File: src/rtl/full_sub_pkg.sv
// Shared constants and result type for the full subtractor.
package full_sub_pkg;

   localparam int unsigned DEFAULT_WIDTH = 1;
   localparam int unsigned MAX_WIDTH     = 64;

   // Result payload; diff sized for the widest legal operand, zero-extended.
   typedef struct packed {
      logic                 bout;
      logic [MAX_WIDTH-1:0] diff;
   } sub_result_t;

endpackage : full_sub_pkg

File: src/rtl/fs_bit_cell.sv
// One-bit combinational full subtractor cell.
module fs_bit_cell (
   input  logic a,
   input  logic b,
   input  logic bin,
   output logic diff,
   output logic bout
);

   logic w_axb;

   assign w_axb = a ^ b;
   assign diff  = w_axb ^ bin;
   // Borrow when a is 0 and b is 1, or when a equals b and a borrow comes in.
   assign bout  = (~a & b) | (~w_axb & bin);

endmodule : fs_bit_cell

File: src/rtl/full_subtractor.sv
// WIDTH-bit ripple-borrow subtractor with a single registered output stage.
module full_subtractor
   import full_sub_pkg::*;
#(
   parameter int unsigned WIDTH = DEFAULT_WIDTH
) (
   input  logic             clk,
   input  logic             rst,
   input  logic             in_valid,
   input  logic [WIDTH-1:0] a,
   input  logic [WIDTH-1:0] b,
   input  logic             bin,
   output logic [WIDTH-1:0] diff,
   output logic             bout,
   output logic             out_valid
);

   logic [WIDTH-1:0] w_diff;
   logic [WIDTH:0]   w_borrow;

   logic [WIDTH-1:0] r_diff;
   logic             r_bout;
   logic             r_out_valid;

   assign w_borrow[0] = bin;

   // Borrow ripples from bit 0 upward; the last cell's borrow is the block borrow-out.
   for (genvar gi = 0; gi < WIDTH; gi++) begin : g_cell
      fs_bit_cell u_cell (
         .a    (a[gi]),
         .b    (b[gi]),
         .bin  (w_borrow[gi]),
         .diff (w_diff[gi]),
         .bout (w_borrow[gi+1])
      );
   end

   // Output stage: capture only on valid input so idle-cycle inputs never reach the outputs.
   always_ff @(posedge clk) begin
      if (rst) begin
         r_diff      <= '0;
         r_bout      <= 1'b0;
         r_out_valid <= 1'b0;
      end else begin
         r_out_valid <= in_valid;
         if (in_valid) begin
            r_diff <= w_diff;
            r_bout <= w_borrow[WIDTH];
         end
      end
   end

   assign diff      = r_diff;
   assign bout      = r_bout;
   assign out_valid = r_out_valid;

endmodule : full_subtractor

File: config.mk
export PLATFORM = sky130hd
export DESIGN_NAME = full_subtractor
export DESIGN_NICKNAME = d
export VERILOG_FILES = /design/src/rtl/full_sub_pkg.sv /design/src/rtl/fs_bit_cell.sv /design/src/rtl/full_subtractor.sv
export SDC_FILE = /design/constraint.sdc
export NUM_CORES = 1
export LEC_CHECK = 0
export CAP_MARGIN = 15
export CORE_AREA = 2 2 39 41
export DETAILED_ROUTE_END_ITERATION = 6
export DIE_AREA = 0 0 41 43
export GPL_TIMING_DRIVEN = 1
export PLACE_DENSITY = 0.3
export SETUP_SLACK_MARGIN = 0.15
export SLEW_MARGIN = 10
export SYNTH_ARGS = -nofsm -noshare
export SYNTH_HDL_FRONTEND = slang
export SYNTH_SLANG_ARGS = --single-unit
File: constraint.sdc
create_clock -name clk -period 1.05 [get_ports clk]
set_clock_uncertainty 0.05 [all_clocks]
set_input_delay 0.1575 -clock clk [delete_from_list [all_inputs] [get_ports clk]]
set_output_delay 0.1575 -clock clk [all_outputs]
set_load 0.03 [all_outputs]
; Yosys cells after proc, flatten, opt, wreduce, memory -nomap -nowiden
; Cells that the tools add are included.
[word_totals]
out_inout_bits = 3
input_bits = 6
word_cells = 10
mem_count = 0
mem_bits_rw = 0
reg_bits = 3
latch_bits = 0
rom_bits = 0
[classes]
add_sub_neg = 0
n_eq_ne = 0
n_lt_le_gt_ge = 0
shifts = 0
reduce_logical = 0
n_mux = 0
mul = 0
bitwise = 7
div_mod_pow = 0
[ops]
columns = cell, n
row1 = bitwise AND 1 bit, 2
row2 = NOT 1 bit, 2
row3 = XOR 1 bit, 2
row4 = bitwise OR 1 bit, 1

; Logic depth before layout (Yosys ltp)
[depth]
depth_word = 4
ltp_mapped = 4
ltp_nobuf = 4

; Cells and area by module
; Synthesis repeated with hierarchy kept, for this count alone.
[hier_totals]
hier_cells = 12
area_unflattened_um2 = 125.1
[modules_own_cells]
columns = module, area_each_um2, seq_area_each_um2, n_inst, cells_each
row1 = full_subtractor, 93.8, 60.1, 1, 8
row2 = fs_bit_cell, 31.3, 0.0, 1, 4

; Worst setup path before layout
; No wires, ideal clock.
[synth_path]
kind = input -> register
start = input b
end = register r_diff, in the netlist diff
setup_ns = 0.115
slack_ns = 0.094
arrival_ns = 0.792
required_time_ns = 0.885
path_buffers = 0
cell_stages = 4
cell_sequence = inv_1 fa_1 mux2i_1 nor2_1
[synth_via]
elab_chain_cells = 2
[synth_lines]
columns = element, line
row1 = start: declaration, full_subtractor.sv:11  ; input logic [WIDTH-1:0] b,
row2 = XOR 1 bit, fs_bit_cell.sv:12  ; assign w_axb = a ^ b;
row3 = XOR 1 bit, fs_bit_cell.sv:13  ; assign diff = w_axb ^ bin;
row4 = named net g_cell[0].u_cell.diff, fs_bit_cell.sv:6  ; output logic diff,
row5 = end signal: assignment, full_subtractor.sv:47  ; r_diff <= w_diff;
row6 = end: declaration, full_subtractor.sv:21  ; logic [WIDTH-1:0] r_diff;
; The timed path passes the listed nets, and every way through them passes these cells.
; A chain may end at the register's enable or synchronous reset.

; Worst setup path after layout
[layout_path]
start = register r_diff, in the netlist diff
end = output diff
[layout_lines]
columns = element, line
row1 = end: declaration, full_subtractor.sv:13  ; output logic [WIDTH-1:0] diff,
; No word-level cell between the ends.

==> summary.txt <==
Outcome: completed
Total Routing Usage GR: 0.03808
Multi-input gate area: 56.30 µm²
Hold/Removal Path Class: in -> reg
Share of async-settable or async-resettable flops after synthesis: 0
Total leakage power: 0.0001191 µW
Nets: 31
Clk sinks: 3
Largest net degree at the start of global routing: 5
Fin. max-slew vios: 0
Critical path launch point: diff
Syn nets: 18
Max_cap viols: 0
Crit path cell chain: buf_6
Via count: 111
Synth cell count leaders: dfxtp_1, inv_1, nor2_1
Comb pwr share: 0.182
Diodes inserted: 0
Post-synthesis sequential area ratio: 0.5053
First-pass GRT wire length: 379 µm
Die outline width: 41 µm
Warnings, synthesis: 0
DIE HEIGHT: 43 µm
Synth area leaders: dfxtp_1, fa_1, mux2i_1
Peak supply drop: 0.0002018 V
Share of layout cells above drive strength 1: 0.5217
Area growth syn-to-layout: 105.3%
Critical path's slowest cell: dfxtp_2
Clk Latency, worst-skew pair: 0.23 ns
Number of global-route vias before repair: 117
Most common cell in the netlist: dfxtp_1
Synth Register Bits: 3
Wirelength per Cell: 7.256 µm
Endpoints failing setup: 0
Highest Clock Rate: 1125 MHz
Final hold slack: 0.1723 ns
CTS tree: done
Number of synthesized flops with an enable pin: 0
Core Rows: 14
Io pins: 9
First DRT Iteration DRCs: 0
Slew margin rel.: 0.8867
Routed WL: 283 µm
CP Launch Type: flip-flop
Worst path bufs/invs: 1
Max Root-Sink Buffers: 2
RePlAce Congestion: 0.4881
Biggest area consumer among synthesized cells: dfxtp_1
Reg-to-reg startpoint: bout
Number of routed nets with antenna violations: 0
Internal: 304.3 µW
Post-synth top area share: 0.5053
Syn avg cell area: 10.81 µm²
Die Area: 1763 µm²
Synth unique cells: 7
CP Data Arrival Time: 0.68 ns
Critical Path RT: 0.84 ns
Clock transition at path regs: 0.04 ns
Critical path's largest stage delay: 0.32 ns
Tmin final: 0.8892 ns
Measured slew at the worst slew-check pin: 0.1696 ns
Pwr Density: 1661 nW/µm²
Drt first pass iters: 1
Starting density of the core: 0.08590
Unrepaired setup endpoints after global routing: true
Mapped Cells: 11
Flop pwr share: 0.320
Core Util, Final: 0.1763
Dominant synthesized flop cell: dfxtp_1
Detailed-route vias per instance: 2.846
Switching share of power: 0.2492
Crit-path max FO: 2
Crit-path leading delay family: flip-flops
Final Hold Fails: 0
Htree depth: 1
Worst Setup End Kind: output port
Fill count: 162
Antenna violations before repair: 0
P_sw: 101.0 µW
Syn Std Cell Area: 118.9 µm²
Port buffer count: 8
Worst hold start: in_valid
Remaining DRCs: 0
Total grt overflow: 0
Sequential cell area: 62.56 µm²
Clock network fraction of design power: 0.498
CP Class: reg -> out
Final worst-path cycle share: 0.8469
Core area: 1384 µm²
Root buf cell: clkbuf_4
Cts bufs inserted: 3
-- routing by layer --
metal,GRT usage,vias up,wire (µm),share of wire
li1,-,57,-,-
met1,0.03514,45,112,0.40
met3,0.01571,0,52,0.18
met2,0.04688,9,118,0.42
met4,0.06000,0,0,0
met5,0,-,0,0
-- per-stage QoR --
step | area, µm² | cells | TNS [ns] | worst slack (ns) | total power (µW)
detailed placement | 211.5 | 35 | -0.8230 | -0.4212 | 200.3
global route | 244.0 | 39 | 0 | 0.1366 | 424.7
global placement | 211.5 | 35 | -0.7677 | -0.4088 | 199.5
finish | 244.0 | 39 | 0 | 0.1608 | 405.3
CTS | 232.7 | 39 | 0 | 0.1446 | 414.5
floorplan | 118.9 | 11 | 0 | 0.09373 | 160.7
-- worst paths after layout --
path | slack (ns) | end | depth (start not counted)
max reg2reg | 0.36 | bout | 2
min | 0.17 | bout | 2
max | 0.16 | diff | 1
min reg2reg | 0.46 | diff | 2
-- power groups by stage --
stage          combinational, µW  clock [µW]  sequential (µW)
6_report                    73.6         202              130
5_1_grt                     79.0         215              131
4_1_cts                     70.1         215              130
3_5_place_dp                71.4           0              129
3_3_place_gp                71.1           0              128
2_1_floorplan               15.2           0              145
-- layout by cell type, fill, tap and decap left out --
cell | netlist | layout
clkbuf_4 | 0 | 3
buf_2 | 0 | 3
buf_6 | 0 | 3
inv_1 | 2 | 2
nor2_1 | 2 | 2
dfxtp_2 | 0 | 2
a211oi_2 | 0 | 1
nor2b_1 | 1 | 1
mux2i_1 | 1 | 1
fa_1 | 1 | 1
clkbuf_1 | 0 | 1
dlymetal6s2s_1 | 0 | 1
clkdlybuf4s50_1 | 0 | 1
dfxtp_1 | 3 | 1
-- flip-flops by register name, summed over array words and instances (netlist names) --
name / cells
out_valid: 1
bout: 1
diff: 1
-- what timing repair did --
item | in CTS | in global routing
resized for setup | 14 | 3
pin swaps | 2 | 0
buffers inserted | 0 | 0
hold buffers | 0 | 0
setup endpoints to repair | 4 | 4
-- cell families after synthesis --
group,count (synthesis),synth area share
AND/OR/NAND/NOR,3,0.1158
flip-flops,3,0.5053
buffers and inverters,2,0.06318
AO/OA/AOI/OAI,1,0.06318
multiplexers,1,0.08421
adder cells (fa/ha/maj),1,0.1684
-- final cells by class --
class,count,share of cell area
inverters,2,0.03077
flip-flops and latches,3,0.2564
repair buffers,8,0.2923
multi-input cells,6,0.2308
clock buffers,4,0.1077
well taps,16,0.08205
No activity file was read; power rests on OpenSTA's default activity.
